File: src/rtl/duty_slew_ctrl_pkg.sv
// Shared constants and state encoding for the duty slew controller.
// Imported by the interface, the synchroniser and the top.
package duty_slew_ctrl_pkg;
  localparam int DUTY_W     = 6;
  localparam int STEP       = 1;
  localparam int DIV_W      = 4;
  localparam int PWM_PERIOD = 63;

  typedef enum logic [1:0] {
    HOLD      = 2'b00,
    RAMP_UP   = 2'b01,
    RAMP_DOWN = 2'b10
  } state_e;
endpackage

File: src/rtl/duty_slew_ctrl_if.sv
// Pad/PWM-side signal bundle for the duty slew controller.
// The bench drives it through master; the controller uses slave.
interface duty_slew_ctrl_if;
  import duty_slew_ctrl_pkg::*;

  logic [DUTY_W-1:0] target_in;
  logic              enable_in;
  logic [DIV_W-1:0]  rate_div;
  logic              period_end;
  logic [DUTY_W-1:0] duty_out;
  logic              busy;
  logic              at_target;

  modport master (
    output target_in, enable_in, rate_div, period_end,
    input  duty_out, busy, at_target
  );

  modport slave (
    input  target_in, enable_in, rate_div, period_end,
    output duty_out, busy, at_target
  );
endinterface

File: src/rtl/duty_slew_ctrl_sync2.sv
// Two-flop synchroniser for pad inputs that are asynchronous to clk.
// Both stages clear on reset so the controller starts from a zero target.
module duty_slew_ctrl_sync2 #(
  parameter int WIDTH = 1
) (
  input  logic             clk,
  input  logic             rst_n,
  input  logic [WIDTH-1:0] d,
  output logic [WIDTH-1:0] q
);
  logic [WIDTH-1:0] meta_q;
  logic [WIDTH-1:0] sync_q;

  always_ff @(posedge clk or negedge rst_n) begin
    if (!rst_n) begin
      meta_q <= '0;
      sync_q <= '0;
    end else begin
      meta_q <= d;
      sync_q <= meta_q;
    end
  end

  assign q = sync_q;
endmodule

File: src/rtl/duty_slew_ctrl.sv
// Slews the PWM duty reference toward the synchronised target, one bounded
// step per divided PWM period, updating only on period boundaries.
module duty_slew_ctrl #(
  parameter int STEP = duty_slew_ctrl_pkg::STEP
) (
  input  logic            clk,
  input  logic            rst_n,
  duty_slew_ctrl_if.slave bus
);
  import duty_slew_ctrl_pkg::*;

  localparam logic [DUTY_W-1:0] STEP_V = DUTY_W'(STEP);

  logic [DUTY_W-1:0] target_s;
  logic              enable_s;
  logic [DUTY_W-1:0] eff_tgt;

  logic [DIV_W-1:0]  presc_q, presc_d;
  logic              step_tick;
  logic [DUTY_W-1:0] duty_q, duty_d;
  logic [DUTY_W-1:0] gap;
  state_e            state_q, state_d;
  logic              busy_q, busy_d;

  duty_slew_ctrl_sync2 #(.WIDTH(DUTY_W)) u_sync_tgt (
    .clk   (clk),
    .rst_n (rst_n),
    .d     (bus.target_in),
    .q     (target_s)
  );

  duty_slew_ctrl_sync2 #(.WIDTH(1)) u_sync_en (
    .clk   (clk),
    .rst_n (rst_n),
    .d     (bus.enable_in),
    .q     (enable_s)
  );

  assign eff_tgt = enable_s ? target_s : '0;

  // >= rather than == so lowering rate_div mid-count still fires promptly.
  always_comb begin
    step_tick = 1'b0;
    presc_d   = presc_q;
    if (bus.period_end) begin
      if (presc_q >= bus.rate_div) begin
        step_tick = 1'b1;
        presc_d   = '0;
      end else begin
        presc_d = presc_q + 1'b1;
      end
    end
  end

  always_comb begin
    duty_d = duty_q;
    gap    = '0;
    if (step_tick) begin
      if (duty_q < eff_tgt) begin
        gap    = eff_tgt - duty_q;
        duty_d = duty_q + ((gap < STEP_V) ? gap : STEP_V);
      end else if (duty_q > eff_tgt) begin
        gap    = duty_q - eff_tgt;
        duty_d = duty_q - ((gap < STEP_V) ? gap : STEP_V);
      end
    end
  end

  always_comb begin
    state_d = state_q;
    case (state_q)
      HOLD: begin
        if (eff_tgt > duty_q)      state_d = RAMP_UP;
        else if (eff_tgt < duty_q) state_d = RAMP_DOWN;
      end
      RAMP_UP: begin
        if (eff_tgt == duty_q)     state_d = HOLD;
        else if (eff_tgt < duty_q) state_d = RAMP_DOWN;
      end
      RAMP_DOWN: begin
        if (eff_tgt == duty_q)     state_d = HOLD;
        else if (eff_tgt > duty_q) state_d = RAMP_UP;
      end
      default: state_d = HOLD;
    endcase
    busy_d = (state_d != HOLD);
  end

  always_ff @(posedge clk or negedge rst_n) begin
    if (!rst_n) begin
      presc_q <= '0;
      duty_q  <= '0;
      state_q <= HOLD;
      busy_q  <= 1'b0;
    end else begin
      presc_q <= presc_d;
      duty_q  <= duty_d;
      state_q <= state_d;
      busy_q  <= busy_d;
    end
  end

  assign bus.duty_out  = duty_q;
  assign bus.busy      = busy_q;
  assign bus.at_target = (duty_q == eff_tgt);
endmodule

File: src/flat_wrapper.sv
// flat-port wrapper written by rule: the top's interface ports become plain ports
module duty_slew_ctrl_flat import duty_slew_ctrl_pkg::*;
#(
  parameter int STEP = duty_slew_ctrl_pkg::STEP
)
  (clk, rst_n, bus_target_in, bus_enable_in, bus_rate_div, bus_period_end, bus_duty_out, bus_busy, bus_at_target);
  duty_slew_ctrl_if bus_i ();
  input  logic clk;
  input  logic rst_n;
  input wire logic [$bits(bus_i.target_in)-1:0] bus_target_in;
  input wire logic [$bits(bus_i.enable_in)-1:0] bus_enable_in;
  input wire logic [$bits(bus_i.rate_div)-1:0] bus_rate_div;
  input wire logic [$bits(bus_i.period_end)-1:0] bus_period_end;
  output wire logic [$bits(bus_i.duty_out)-1:0] bus_duty_out;
  output wire logic [$bits(bus_i.busy)-1:0] bus_busy;
  output wire logic [$bits(bus_i.at_target)-1:0] bus_at_target;
  assign bus_i.target_in = bus_target_in;
  assign bus_i.enable_in = bus_enable_in;
  assign bus_i.rate_div = bus_rate_div;
  assign bus_i.period_end = bus_period_end;
  assign bus_duty_out = bus_i.duty_out;
  assign bus_busy = bus_i.busy;
  assign bus_at_target = bus_i.at_target;
  duty_slew_ctrl #(.STEP(STEP)) u_core (.clk(clk), .rst_n(rst_n), .bus(bus_i));
endmodule
File: config.mk
export PLATFORM = sky130hd
export DESIGN_NAME = duty_slew_ctrl_flat
export DESIGN_NICKNAME = d
export VERILOG_FILES = /design/src/rtl/duty_slew_ctrl_pkg.sv /design/src/rtl/duty_slew_ctrl_if.sv /design/src/rtl/duty_slew_ctrl_sync2.sv /design/src/rtl/duty_slew_ctrl.sv /design/src/flat_wrapper.sv
export SDC_FILE = /design/constraint.sdc
export NUM_CORES = 1
export LEC_CHECK = 0
export ABC_AREA = 1
export CAP_MARGIN = 15
export CORE_MARGIN = 2
export CORE_UTILIZATION = 60
export DETAILED_ROUTE_END_ITERATION = 16
export GPL_TIMING_DRIVEN = 0
export PLACE_DENSITY = 0.93
export SETUP_SLACK_MARGIN = 0.4
export SYNTH_ARGS = -nofsm -noshare
export SYNTH_HDL_FRONTEND = slang
export SYNTH_SLANG_ARGS = --single-unit
File: constraint.sdc
create_clock -name clk -period 7.95 [get_ports clk]
set_input_delay 1.9875 -clock clk [delete_from_list [all_inputs] [get_ports clk]]
set_output_delay 1.9875 -clock clk [all_outputs]
set_load 0.02 [all_outputs]
Word level (Yosys, flattened, before mapping) --
Cells that the tools add are included.
Operators by class: add/sub/neg operators 5, magnitude comparators 7, bitwise gates (word level) 0, div/mod/pow operators 0, muxes and demuxes 14, equal/unequal tests 4, reductions and logical operators 4, shift operators 0, $mul 0
Operators by type and width (count):
- 2-to-1 mux 6 bit | 5
- subtractor 6 bit | 3
- == test 6 bit | 2
- greater-than comparator 6 bit | 2
- less-than comparator 6 x 1 -> 1 bit (second input constant) | 2
- less-than comparator 6 bit | 2
- 2-to-1 mux 2 bit | 5
- adder 6 bit | 1
- case mux 2 bit (3 select lines) | 1
- adder 4 x 1 -> 4 bit (second input constant) | 1
- greater-or-equal comparator 4 bit | 1
- 2-to-1 mux 4 bit | 1
- nonzero test 2 bit | 2
- == test 2 x 1 -> 1 bit (second input constant) | 1
- == test 2 bit (second input constant) | 1
- zero test 2 bit | 1
- 2-to-1 mux 1 bit | 2
- AND reduction 2 bit | 1
Word-level totals: memory bits (writable) 0, latch bits 0, flip-flop bits (word level) 27, memories 0, ROM bits 0, word-level logic and storage cells 42

Logic depth before layout (Yosys ltp) --
word-level depth 7, depth in mapped cells 23

By module --
From an unflattened synthesis, not the netlist that was laid out.
Unflattened totals: cells, all modules 225, area total of the unflattened synthesis 1905.6 µm²
Modules (own cells, without submodules):
- duty_slew_ctrl | times used 1, area an instance 1555.2 µm², seq. area each 325.3 µm², cells an instance 211
- duty_slew_ctrl_sync2 (u_core.u_sync_tgt) | times used 1, area an instance 300.3 µm², seq. area each 300.3 µm², cells an instance 12
- duty_slew_ctrl_sync2 (u_core.u_sync_en) | times used 1, area an instance 50.0 µm², seq. area each 50.0 µm², cells an instance 2

Worst setup path after synthesis --
No wires, ideal clock.
path kind register to output, start reg u_core.duty_q[3], in the netlist u_core.bus.duty_out[3], end out bus_at_target, slack 4.562 ns, arrival 1.400 ns, stages on the path, launching flop included 7, buffers on the path 0, path through dfrtp_1 inv_1 ha_1 nand2_1 inv_2 nand4_1 inv_1
Between the ends: cells in the longest elaborated chain, start to end 1
RTL lines:
- start, declared | RTL line duty_slew_ctrl.sv:20 | logic [DUTY_W-1:0] duty_q, duty_d;
- start signal, assigned | RTL line duty_slew_ctrl.sv:97 | duty_q <= duty_d;
- == test 6 bit | RTL line duty_slew_ctrl.sv:105 | assign bus.at_target = (duty_q == eff_tgt);
- end, declared | RTL line flat_wrapper.sv:16 | output wire logic [$bits(bus_i.at_target)-1:0] bus_at_target;
No other way between the ends.

Worst setup path in the final report --
start reg u_core.u_sync_en.sync_q, in the netlist u_core.u_sync_en.q, end out bus_at_target
Between the ends: cells in the longest elaborated chain, start to end 2
RTL lines:
- start, declared | RTL line duty_slew_ctrl_sync2.sv:12 | logic [WIDTH-1:0] sync_q;
- start signal, assigned | RTL line duty_slew_ctrl_sync2.sv:20 | sync_q <= meta_q;
- 2-to-1 mux 6 bit | RTL line duty_slew_ctrl.sv:39 | assign eff_tgt = enable_s ? target_s : '0;
- == test 6 bit | RTL line duty_slew_ctrl.sv:105
No other way between the ends.

==> impl_metrics.toml <==
[layout]
final_cell_count_no_fill = 280
area_delta_synth_final_pct = 16.9
nFillCells = 230
drive_gt1_frac = 0.0688
n_antenna_cell = 0
fin_nets = 290

[setup_path]
cp_max_fo = 7
crit_arrival_ns = 2.49
start_kind = "flip-flop"
r2r_cells = 20
worstSetupPathType = "flip-flop to output pin"
required_ns = 5.96
r2r_end = "u_core.bus.duty_out[5]"
r2r_start = "u_core.u_sync_en.q"
ff2ff_setup_slack_ns = 4.47
worstSetupEndpointType = "output pin"

[routing]
drc_errors = 0
drt_iter0_markers = 45
viasPerCell = 5.34
ant_nets = 0
drt_pass1_iterations = 4
drt-total-wl_mm = 3.56
vias = 1496
wire_per_inst_um = 12.7

[power]
leakage_nw = 1.16
power_mw = 0.833
p_int_mw = 0.419
powerDensity_nw_per_um2 = 390
p_sw_frac = 0.497
seqPwrFrac = 0.251
p_sw_mw = 0.414
clockPowerShare = 0.074
p_comb_frac = 0.674
ir_worst_vdd_mv = 0.199

[floorplan]
dieWidth_um = 59.2
io_pins = 22
core_um2 = 2980
dieArea_um2 = 3500
start_util = 0.613
rows = 20
die_y_um = 59.2

[clock_network]
post_cts_buffers = 0
cts_inserted_buffers = 3
clk_latency_ns = 0.34
cts_max_level = 1
cts_max_path_buffers = 2
cts_resized = 0
ctsHoldBuffers = 0
cts_tree = "built"
path_clk_slew_ns = 0.14
cts_root_buf = "clkbuf_4"
clkSinkCount = 27

[sta]
maxClockFrequency_mhz = 223
period_share = 0.563
setup_ws_ns = 3.47
hold_violations = 0
setup_tns_ns = 0
setup_viol = 0
period_minus_slack_ns = 4.48
rsz0062_at_grt = "false"
report.final.slew_viol_count = 0
finClkSkew_ns = 0.0102

[synthesis]
synth_warnings = 0
synthTopCellsByArea = "dfrtp_1, ha_1, nand2_1"
synth_top_cell_area_share = 0.370
synth_cells = 221
synth_top_area_cell = "dfrtp_1"
ys.flop_type = "dfrtp_1"
synthArstFlopShare = 1.00
yosysMostFrequentCell = "nand2_1"
synth_enable_flop_cells = 0
synth.ff_latch_count = 27
syn_avg_cell_area_um2 = 8.27
yosys-top-cells-count = "nand2_1, inv_1, dfrtp_1"
syn_area_um2 = 1830
ys_seq_area_frac = 0.370
synth_cell_type_count = 25
synthesis.nets = 263

[hold_path]
hold_end = "u_core.u_sync_tgt.q[0]"
hold_start = "u_core.u_sync_tgt.meta_q[0]"
hold_path_class = "flip-flop to flip-flop"
hold_depth = 0

[placement]
portBuffers = 21
place.gp.congestion = 0.943
dp_slack_ns = 3.86
dp_hpwl_mm = 2.88
place_inst = 275

[global_routing]
grt_pass1_vias = 1459
antenna_found_initial = 0
grt.overflow.total = 0
grt_max_degree = 28
grt_first_pass_wirelength_mm = 5.98
grt_usage = 0.233

[job]
maxCapViolations = 0

[outcome]
status = "finished, final reports clean"
[cell families (layout without fill, tap and decap cells)]
family	count (synthesis)	count (layout)	synth area share
simple gates	87	87	0.215
xor+xnor	7	7	0.0336
flops	27	27	0.370
other cells	1	1	0.00205
buf+inv	42	68	0.0904
compound gates	29	29	0.0849
fa+ha+maj	28	28	0.204
[per-layer routing]
metal  vias up  track usage  share of wire
met3         9       0.0349          0.027
met4         0        0.104          0.024
met5         -            0              0
li1        751            -              -
met1       705        0.278           0.43
met2        31        0.413           0.52
[how the worst max path moves through the flow]
stage	start	end	slack [ns]	cells after the start
after floorplan	u_core.bus.duty_out[3]	bus_at_target	4.56	6
after global placement	u_core.u_sync_en.q	bus_at_target	3.89	8
after detailed placement	u_core.u_sync_en.q	bus_at_target	3.86	8
after CTS	u_core.u_sync_en.q	bus_at_target	3.45	8
after global routing	u_core.u_sync_en.q	bus_at_target	3.32	8
final	u_core.u_sync_en.q	bus_at_target	3.47	8
[registers in the layout, indices dropped and copies added, names as in the netlist]
name and cells:
u_core.state_q 2, u_core.u_sync_en.q 1, u_core.bus.busy 1, u_core.bus.duty_out 6
u_core.u_sync_en.meta_q 1, u_core.presc_q 4, u_core.u_sync_tgt.q 6, u_core.u_sync_tgt.meta_q 6
[critical path, cell delays in order (launching register included)]
cell	delay [ns]
dfrtp_1	0.45
nand2_1	0.11
inv_1	0.05
ha_1	0.42
nand2_1	0.10
inv_2	0.09
nand4_1	0.17
inv_1	0.16
clkdlybuf4s50_1	0.62
[metrics by stage]
| step | instance area (um2) | utilization | hold slack, ns |
|---|---|---|---|
| after floorplan | 1830 | - | 0.331 |
| after global placement | 2080 | 0.698 | 0.331 |
| after detailed placement | 2080 | 0.698 | 0.336 |
| after CTS | 2110 | 0.708 | 0.369 |
| after global routing | 2140 | 0.717 | 0.380 |
| final | 2140 | 0.717 | 0.365 |
[power groups by stage]
stage          clock, mW  combinational [mW]  sequential, mW
5_1_grt           0.0689               0.642           0.215
3_5_place_dp           0               0.551           0.212
2_1_floorplan          0               0.398           0.223
6_report          0.0618               0.562           0.209
4_1_cts           0.0630               0.554           0.209
3_3_place_gp           0               0.526           0.209
[layout make-up]
class	count	area, um2	area share
Multi-Input combinational cell	152	986	0.462
Sequential cell	27	676	0.316
Timing Repair Buffer	22	238	0.111
Inverter	41	154	0.0721
Tap cell	33	41.3	0.0193
Clock buffer	3	22.5	0.0105
Buffer	1	11.3	0.00527
Clock inverter	1	7.51	0.00351
[cells in the final DEF (no fill, tap or decap), drive strengths merged]
master         instances
a21oi                 15
a31oi                  1
buf                    2
clkbuf                 3
clkdlybuf4s50         21
clkinvlp               1
conb                   1
dfrtp                 27
fa                     3
ha                    25
inv                   41
nand2                 51
nand3                 17
nand4                  5
nor2                  10
nor3                   1
nor3b                  1
o21ai                 11
o21bai                 2
or2                    2
xor2                   7
Note: power is estimated with default switching activity, not from simulation.
